[config.mk]
export PLATFORM = sky130hd
export DESIGN_NAME = alien_pixel_engine
export DESIGN_NICKNAME = d
export VERILOG_FILES = /design/src/rtl/alien_pixel_engine.sv
export SDC_FILE = /design/constraint.sdc
export NUM_CORES = 1
export LEC_CHECK = 0
export ABC_AREA = 1
export BUFFER_PORTS_ARGS = -buffer_cell sky130_fd_sc_hd__buf_2
export CELL_PAD_IN_SITES_DETAIL_PLACEMENT = 1
export CELL_PAD_IN_SITES_GLOBAL_PLACEMENT = 1
export CORE_ASPECT_RATIO = 0.7
export CORE_MARGIN = 10
export CORE_UTILIZATION = 35
export CTS_CLUSTER_DIAMETER = 40
export CTS_CLUSTER_SIZE = 8
export DETAILED_ROUTE_END_ITERATION = 7
export PLACE_DENSITY = 0.74
export SLEW_MARGIN = 0
export SYNTH_ARGS = -nofsm -noshare
export SYNTH_HDL_FRONTEND = slang
export SYNTH_SLANG_ARGS = --single-unit
[constraint.sdc]
create_clock -name clk -period 3.61 [get_ports clk]
set_clock_uncertainty 0.1 [all_clocks]
set_input_delay 0.1805 -clock clk [delete_from_list [all_inputs] [get_ports clk]]
set_output_delay 0.1805 -clock clk [all_outputs]
set_load 0.01 [all_outputs]
[src/rtl/alien_pixel_engine.sv]
// Renders a row of five aliens into a VGA frame buffer: initial draw, per-alien erase on kill,
// and a one-pixel downward shift of the whole row. One registered pixel write per cycle.
module alien_pixel_engine #(
    parameter int         WIDTH        = 12,
    parameter int         HEIGHT       = 10,
    parameter int         GAP          = 20,
    parameter int         START_X      = 10,
    parameter int         START_Y      = 10,
    parameter logic [2:0] ALIEN_COLOUR = 3'b010
) (
    input  logic       clk,
    input  logic       reset,
    input  logic       kill1,
    input  logic       kill2,
    input  logic       kill3,
    input  logic       kill4,
    input  logic       kill5,
    input  logic       moveDown,
    input  logic [7:0] alienTopX,
    input  logic [7:0] alienBottomX,
    input  logic [6:0] alienTopY,
    input  logic [6:0] alienBottomY,
    output logic       cleared1,
    output logic       cleared2,
    output logic       cleared3,
    output logic       cleared4,
    output logic       cleared5,
    output logic       clearedShift,
    output logic [7:0] vgaX,
    output logic [6:0] vgaY,
    output logic [2:0] vgaColour,
    output logic       vgaPlot
);

    typedef enum logic [2:0] {
        INIT_DRAW,
        IDLE,
        KILL_ERASE,
        KILL_ACK,
        SHIFT_ERASE,
        SHIFT_MOVE,
        SHIFT_DRAW,
        SHIFT_ACK
    } state_t;

    // Current pixel plus the rectangle it belongs to; x/y drive vgaX/vgaY directly.
    typedef struct packed {
        logic [7:0] x;
        logic [6:0] y;
        logic [2:0] idx;
        logic [7:0] x0;
        logic [7:0] x1;
        logic [6:0] y1;
    } scan_t;

    localparam logic [7:0] W_M1     = 8'(WIDTH - 1);
    localparam logic [6:0] H_M1     = 7'(HEIGHT - 1);
    localparam logic [6:0] ROW_MAX  = 7'(128 - HEIGHT);
    localparam logic [6:0] ROW_INIT = 7'(START_Y);

    function automatic scan_t alien_rect(input logic [2:0] idx, input logic [6:0] row);
        scan_t s;
        s.x0  = 8'(START_X + int'(idx) * (WIDTH + GAP));
        s.x1  = s.x0 + W_M1;
        s.x   = s.x0;
        s.y   = row;
        s.y1  = row + H_M1;
        s.idx = idx;
        return s;
    endfunction

    function automatic scan_t rect_step(input scan_t s);
        scan_t n = s;
        if (s.x != s.x1) begin
            n.x = s.x + 8'd1;
        end else begin
            n.x = s.x0;
            n.y = s.y + 7'd1;
        end
        return n;
    endfunction

    // Returns {found, index} of the lowest alive alien at or above 'from'.
    function automatic logic [3:0] find_alive(input logic [4:0] mask, input logic [3:0] from);
        logic [3:0] r = 4'b0;
        for (int i = 4; i >= 0; i--) begin
            if (mask[i] && i >= int'(from)) r = {1'b1, 3'(i)};
        end
        return r;
    endfunction

    state_t     state_q, state_d;
    logic [6:0] row_q, row_d;
    logic [4:0] alive_q, alive_d;
    scan_t      scan_q, scan_d;
    logic       plot_q, plot_d;
    logic [2:0] colour_q, colour_d;

    logic [4:0] kill_vec;
    logic [2:0] kill_idx;
    logic [3:0] first_alive, next_alive;
    logic       rect_done, box_empty, adv_valid;
    scan_t      adv_scan;

    assign kill_vec    = {kill5, kill4, kill3, kill2, kill1};
    assign first_alive = find_alive(alive_q, 4'd0);
    assign next_alive  = find_alive(alive_q, {1'b0, scan_q.idx} + 4'd1);
    assign rect_done   = (scan_q.x == scan_q.x1) && (scan_q.y == scan_q.y1);
    assign box_empty   = (alienBottomX < alienTopX) || (alienBottomY < alienTopY);

    always_comb begin
        kill_idx = 3'd0;
        for (int i = 4; i >= 0; i--) begin
            if (kill_vec[i]) kill_idx = 3'(i);
        end
    end

    // Next pixel of a multi-alien scan: finish this rectangle, then hop to the next alive alien.
    always_comb begin
        adv_valid = 1'b1;
        adv_scan  = rect_step(scan_q);
        if (rect_done) begin
            if (next_alive[3]) begin
                adv_scan = alien_rect(next_alive[2:0], row_q);
            end else begin
                adv_scan  = scan_q;
                adv_valid = 1'b0;
            end
        end
    end

    always_comb begin
        // NOTE: every _d defaults to its _q first, so no path through the case can infer a latch.
        state_d  = state_q;
        row_d    = row_q;
        alive_d  = alive_q;
        scan_d   = scan_q;
        colour_d = colour_q;
        plot_d   = 1'b0;

        case (state_q)
            INIT_DRAW: begin
                if (!plot_q) begin
                    scan_d   = alien_rect(3'd0, row_q);
                    colour_d = ALIEN_COLOUR;
                    plot_d   = 1'b1;
                end else if (adv_valid) begin
                    scan_d = adv_scan;
                    plot_d = 1'b1;
                end else begin
                    state_d = IDLE;
                end
            end

            IDLE: begin
                if (moveDown) begin
                    if (first_alive[3]) begin
                        state_d  = SHIFT_ERASE;
                        scan_d   = alien_rect(first_alive[2:0], row_q);
                        colour_d = 3'b000;
                        plot_d   = 1'b1;
                    end else begin
                        state_d = SHIFT_MOVE;
                    end
                end else if (|kill_vec) begin
                    alive_d[kill_idx] = 1'b0;
                    scan_d = '{x: alienTopX, y: alienTopY, idx: kill_idx,
                               x0: alienTopX, x1: alienBottomX, y1: alienBottomY};
                    if (box_empty) begin
                        state_d = KILL_ACK;
                    end else begin
                        state_d  = KILL_ERASE;
                        colour_d = 3'b000;
                        plot_d   = 1'b1;
                    end
                end
            end

            KILL_ERASE: begin
                if (!rect_done) begin
                    scan_d = rect_step(scan_q);
                    plot_d = 1'b1;
                end else begin
                    state_d = KILL_ACK;
                end
            end

            KILL_ACK: begin
                if (!kill_vec[scan_q.idx]) state_d = IDLE;
            end

            SHIFT_ERASE: begin
                if (adv_valid) begin
                    scan_d = adv_scan;
                    plot_d = 1'b1;
                end else begin
                    state_d = SHIFT_MOVE;
                end
            end

            SHIFT_MOVE: begin
                row_d = (row_q == ROW_MAX) ? row_q : row_q + 7'd1;
                if (first_alive[3]) begin
                    state_d  = SHIFT_DRAW;
                    scan_d   = alien_rect(first_alive[2:0], row_d);
                    colour_d = ALIEN_COLOUR;
                    plot_d   = 1'b1;
                end else begin
                    state_d = SHIFT_ACK;
                end
            end

            SHIFT_DRAW: begin
                if (adv_valid) begin
                    scan_d = adv_scan;
                    plot_d = 1'b1;
                end else begin
                    state_d = SHIFT_ACK;
                end
            end

            SHIFT_ACK: begin
                if (!moveDown) state_d = IDLE;
            end

            default: state_d = INIT_DRAW;
        endcase
    end

    always_ff @(posedge clk) begin
        // NOTE: non-blocking updates so every flop samples the same pre-edge values.
        if (reset) begin
            state_q  <= INIT_DRAW;
            row_q    <= ROW_INIT;
            alive_q  <= 5'b11111;
            scan_q   <= '0;
            plot_q   <= 1'b0;
            colour_q <= 3'b000;
        end else begin
            state_q  <= state_d;
            row_q    <= row_d;
            alive_q  <= alive_d;
            scan_q   <= scan_d;
            plot_q   <= plot_d;
            colour_q <= colour_d;
        end
    end

    assign vgaX      = scan_q.x;
    assign vgaY      = scan_q.y;
    assign vgaColour = colour_q;
    assign vgaPlot   = plot_q;

    assign cleared1     = (state_q == KILL_ACK) && (scan_q.idx == 3'd0);
    assign cleared2     = (state_q == KILL_ACK) && (scan_q.idx == 3'd1);
    assign cleared3     = (state_q == KILL_ACK) && (scan_q.idx == 3'd2);
    assign cleared4     = (state_q == KILL_ACK) && (scan_q.idx == 3'd3);
    assign cleared5     = (state_q == KILL_ACK) && (scan_q.idx == 3'd4);
    assign clearedShift = (state_q == SHIFT_ACK);

endmodule

# Word level (Yosys, flattened, before mapping)
# Cells that the tools add are included.
[totals]
reg_bits = 60
in_bits = 38
elab_cells = 150
[op_classes]
addsub = 10
order_cmp = 10
n_eq_ne = 28
mux = 62
bitwise_logic = 4
reduce_logical = 25
[ops]
columns = ["operator", "n"]
rows = [
  ["41-bit two-way mux", 9],
  ["41-bit one-hot mux with 5 select lines", 1],
  ["3-bit two-way mux", 20],
  ["4-bit two-way mux", 10],
  ["3-bit one-hot mux with 8 select lines", 1],
  ["2-bit inequality test, second input constant", 10],
  ["4-bit by 8-bit adder with 8-bit output, first input constant", 2],
  ["8-bit by 4-bit adder with 8-bit output, second input constant", 2],
  ["3-bit equality test, second input constant", 5],
  ["7-bit by 1-bit adder with 7-bit output, second input constant", 2],
  ["7-bit by 4-bit adder with 7-bit output, second input constant", 2],
  ["1-bit two-way mux", 14],
  ["7-bit two-way mux", 2],
  ["3-bit by 2-bit equality test with 1-bit output, second input constant", 4],
  ["1-bit logical AND", 12],
  ["5-bit AND reduction", 2],
  ["3-bit inequality test, second input constant", 3],
  ["3-bit one-hot mux with 3 select lines", 1],
  ["8-bit by 1-bit adder with 8-bit output, second input constant", 1],
  ["8-bit equality test", 1],
  ["1-bit by 4-bit >= comparator with 1-bit output, first input constant", 2],
  ["2-bit by 4-bit >= comparator with 1-bit output, first input constant", 2],
  ["3-bit by 4-bit less-than comparator with 1-bit output, second input constant", 2],
  ["8-bit less-than comparator", 1],
  ["25 further kinds", 28],
]

# Depth between registers and ports, before layout
[logic_depth]
word_depth = 15
ltp_mapped = 17
depth_no_buf = 17

# Least setup slack after synthesis
# Ideal clock, no wire load.
[synth_timing]
kind = "reg-to-reg"
start = "register scan_q[23] in the netlist's numbering"
end = "register scan_q[20] in the netlist's numbering"
setup_ps = 122
t_arrival_ps = 2046
t_required_ps = 3388
path_slack_ps = 1342
stages_incl_launch_ff = 15
n_path_buf = 2
cell_sequence = "dfxtp_1 > ha_1 > ha_1 > nor2_1 > nor2_1 > nand2_1 > nand2_1 > nor2_2 > nand2_2 > nand3_2 > inv_2 > buf_4 > buf_2 > o21ai_0 > a21oi_1"
[synth_via]
elab_chain_len = 13
elab_cells_between_ends = 24
classes_between = "add/sub (2); order compare (5); mux (12); reduce/logical (5)"
[synth_rtl]
columns = ["item", "line", "text"]
rows = [
  ["start, declared", "95", "scan_t scan_q, scan_d;"],
  ["start signal, assigned", "243", "scan_q <= scan_d;"],
  ["3-bit by 1-bit adder with 4-bit output (*)", "107", "assign next_alive = find_alive(alive_q, {1'b0, scan_q.idx} + 4'd1);"],
  ["2-bit by 4-bit >= comparator with 1-bit output / 3-bit by 4-bit >= comparator with 1-bit output (equally long branches)", "87", "if (mask[i] && i >= int'(from)) r = {1'b1, 3'(i)};"],
  ["1-bit logical AND", "87", ""],
  ["4-bit two-way mux (3 in a row)", "87", ""],
  ["4-bit two-way mux (*)", "87", ""],
  ["4-bit by 8-bit adder with 8-bit output / 4-bit two-way mux (equally long branches)", "63, 87", ""],
  ["41-bit two-way mux / 1-bit two-way mux (equally long branches)", "123", "if (next_alive[3]) begin"],
  ["41-bit two-way mux / 1-bit two-way mux (equally long branches)", "122", "if (rect_done) begin"],
  ["41-bit two-way mux (*)", "147, 193, 214", ""],
  ["41-bit two-way mux", "143", "if (!plot_q) begin"],
  ["41-bit one-hot mux with 5 select lines (*)", "141", "case (state_q)"],
]
# Mark *: on every way between the ends. The rest lies on a longest branch, timed or not.
# A chain may end at the register's enable or synchronous reset.

# Worst setup path after layout
[layout_timing]
start = "register scan_q[24] in the netlist's numbering"
end = "register scan_q[5] in the netlist's numbering"
[layout_via]
elab_chain_len = 13
elab_cells_between_ends = 23
classes_between = "add/sub (1); order compare (5); mux (12); reduce/logical (5)"
[layout_rtl]
columns = ["item", "line"]
rows = [
  ["3-bit by 1-bit adder with 4-bit output (*)", "107"],
  ["3-bit by 4-bit >= comparator with 1-bit output", "87"],
  ["1-bit logical AND", "87"],
  ["4-bit two-way mux (4 in a row)", "87"],
  ["4-bit two-way mux (*)", "87"],
  ["41-bit two-way mux / 1-bit two-way mux (equally long branches)", "123"],
  ["41-bit two-way mux / 1-bit two-way mux (equally long branches)", "122"],
  ["41-bit two-way mux (*)", "147, 193, 214"],
  ["41-bit two-way mux", "143"],
  ["41-bit one-hot mux with 5 select lines (*)", "141"],
]
# Marked as above.

==> summary.md <==
| Metric | Value |
|---|---|
| Ys async rst share | 0% |
| CP Launch Type | flop |
| DR vias/cell | 5.37 |
| VDD IR max | 0.184 mV |
| Port Buffers | 60 |
| Yosys reg bits | 58 |
| Post-Route WL | 22.3 mm |
| Layout cells sized above 1 | 11.9% |
| Placed cells | 1177 |
| Peak Freq | approximately 0.33 GHz |
| I/O pins | 63 |
| Vias in the first global route | 6500 |
| Die height | 125 µm |
| # hold bufs at CTS | 0 |
| Vias post-DR | ~6400 |
| CP Class | reg2reg |
| Die footprint | 21300 µm² |
| CTS tree | done |
| Fin crit period | 3.05 ns |
| Final hold vios | 0 |
| Synthesized area per cell | 5.77 µm² |
| Worst Path Max Fanout | 20 |
| Synthesized cell area | 5520 µm² |
| CTS buffer count | 9 |
| DR pass1 iterations | 5 |
| Cells after synthesis | 957 |
| Yosys warning total | 0 |
| DR WL/cell | ~19 µm |
| Cells along the critical path | ha_1, ha_1, nand2_1, nor2_1, nor2_2, nand2_2, nand3_2, inv_2, nand2_1, nand2_1, nand2_1, nand2_1, nand2_1, nor2_1, nor2_1 |
| Seq/Total Area, Yosys | roughly a fifth |
| Relative slew slack | 60.7% |
| CP Buf/Inv Count | 1 |
| Critical path's most frequent cell | nand2_1 |
| FILL cells | 2154 |
| Worst r2r path cells | 15 |
| Clock slew at reported path FFs | 0.06 ns |
| Synthesis-to-finish area growth | 11.6% |
| Overflow after GRT | 0 |
| Post-synth EDFFs | 0 |
| Setup_tns | 0 ns |
| First-pass GRT wire length | between 30 and 40 mm |
| GR met1 Demand/Resource | 28.1% |
| Met3 Track Usage GR | under 10% |
| Layout Cells excl Fill | 1193 |
| Pins Over Slew Limit | 0 |
| Most common flop cell mapped by yosys | dfxtp_1 |
| CTS Sinks | 58 |
| Family with the most delay on the worst path | simple AND/OR/NAND/NOR gates |
| Distinct cells, synth | 46 |
| Power Dens Cells | 338 nW/µm² |
| Leakage | 0.00304 µW |
| Iter 0 DRT Violations | around 460 |
| Final setup viols | 0 |
| CP max-delay cell | inv_2 |
| N_diodes | 0 |
| Period utilization | a little over four fifths |
| Type of the most critical hold path | in2reg |
| Biggest cell delay along the critical path | 0.42 ns |
| Nets | approximately 1100 |
| Met2 usage in global routing | between 30% and 40% |
| Worst-Skew Late Latency | 0.34 ns |
| Initial antenna violation count | 0 |
| Rows | 38 |
| CTS resizes | 0 |
| Routability cong. | between 0.9 and 1 |
| GRT busiest layer | met2 |
| Root Driver | clkbuf_16 |
| ANT nets after route | 0 |
| Die W | roughly 170 µm |
| Unrepaired setup endpoints after global routing | no |
| Pin count of the biggest net entering global routing | 29 |
| Max-cap violations | 0 |
| Crit path arrival time | approximately 3.2 ns |
| Residual DRC | 0 |
| Postcts setup bufs | 0 |
| Status | completed |
| Clock H-tree levels | 3 |
| DPL Wire Length | 17.2 mm |
| Initial Util | 35.6% |
| Worst Path Required | ~3.7 ns |
| CP Capture Type | flop |
| Max clock buf depth | 2 |
| Hold Path Stages | 4 |
| Slew @ Worst Pin | a little under 0.6 ns |
| Core ar. | 15500 µm² |
| Critical path depth in cells | 15 |
| GR Util All Layers | 20.9% |
## report_power, final
group	switching, µW	leakage (µW)	internal (µW)
Combinational	268	0.00241	137
Clock	348	0.000156	622
Sequential	40.4	0.000474	667
## path summary, 6_finish.rpt
| kind | from | to | slack, ns |
|---|---|---|---|
| worst max-delay path | scan_q[24] | scan_q[5] | 0.56 |
| worst min-delay path | kill1 | alive_q[0] | 0.04 |
| worst max register to register | scan_q[24] | scan_q[5] | 0.56 |
| worst min register to register | scan_q[16] | scan_q[16] | 0.38 |
## cell usage in the layout, fill, tap and decap left out, types with 4 or more instances in the layout
cell and count:
nor2_1 84, nor3_1 9, a22oi_1 7, nor2_4 4
nand2_2 6, o211ai_1 7, xor2_1 13, inv_1 121
buf_2 60, buf_4 6, nand2_1 275, a31oi_1 5
inv_2 11, a21oi_1 69, ha_1 24, o21ai_0 72
nand4_1 15, nor2_2 5, o21ai_1 19, clkbuf_16 9
o221ai_1 4, nand3_1 75, dfxtp_1 58
## logic make-up (layout without fill, tap and decap cells)
family          count (synthesis)  count (layout)  synth area share [%]
fa+ha+maj                      24              24                  5.44
xor+xnor                       15              15                  2.38
other cells                     1               2                0.0679
buf+inv                       182             217                  14.3
flops                          58              58                  21.0
simple gates                  483             483                  37.5
compound gates                194             194                  19.3
## metal layers
metal	up-vias	routed length, µm
li1	3145	-
met5	-	0
met1	3052	10700
met2	183	10000
met4	0	312
met3	27	1230
## per-stage QoR
stage               area [µm²]  total power [µW]  setup WS [ns]  hold slack, ns  utilization [%]
floorplan                 5530              1000           1.34           0.232                -
global placement          5850              1110          0.646           0.374             37.7
detailed placement        5850              1120          0.604           0.368             37.7
CTS                       6170              2090          0.594          0.0445             39.8
global route              6170              2190          0.326          0.0641             39.8
finish                    6170              2080          0.564          0.0444             39.8
## final cells by class
class / count / area, µm² / area share, %
Timing Repair Buffer: 66 / 345 / 5.60
Clock inverter: 5 / 77.6 / 1.26
Clock buffer: 11 / 243 / 3.94
Tap cell: 200 / 250 / 4.06
Sequential cell: 58 / 1160 / 18.8
Inverter: 135 / 510 / 8.28
Multi-Input combinational cell: 718 / 3580 / 58.0
## cells in the mapped netlist (2+ instances only)
cell type	count	area share (%)
buf_2	9	0.82
buf_4	22	3.0
nand2_4	3	0.61
o21bai_1	2	0.27
inv_2	11	0.75
a22oi_1	7	0.95
a21oi_1	69	6.3
nor2_1	84	5.7
o221ai_1	4	0.63
nand2_1	275	19
nor2_4	4	0.82
nand4_1	15	1.7
o21ai_1	19	1.7
nor3_1	9	0.82
nand2_2	6	0.68
o21ai_0	72	6.5
a31oi_1	5	0.57
o211ai_1	7	0.95
nand3_1	75	6.8
nor2_2	5	0.57
inv_1	121	8.2
o22ai_1	3	0.34
xnor2_1	2	0.32
clkbuf_1	13	0.88
xor2_1	13	2.1
dfxtp_1	58	21
ha_1	24	5.4
buf_1	2	0.14
## registers in the layout, summed over array words and instances (netlist names)
name	flops
alive_q	5
row_q	7
scan_q	26
state_q	3
vgaColour	1
vgaPlot	1
vgaX	8
vgaY	7
## worst reg2reg max path, stage by stage (launching register included)
cell and delay (ns):
dfxtp_1 0.40, ha_1 0.26, ha_1 0.34, nand2_1 0.11
nor2_1 0.24, nor2_2 0.17, nand2_2 0.10, nand3_2 0.29
inv_2 0.43, nand2_1 0.12, nand2_1 0.08, nand2_1 0.05
nand2_1 0.06, nand2_1 0.05, nor2_1 0.10, nor2_1 0.04
(Power assumes the default switching activity.)
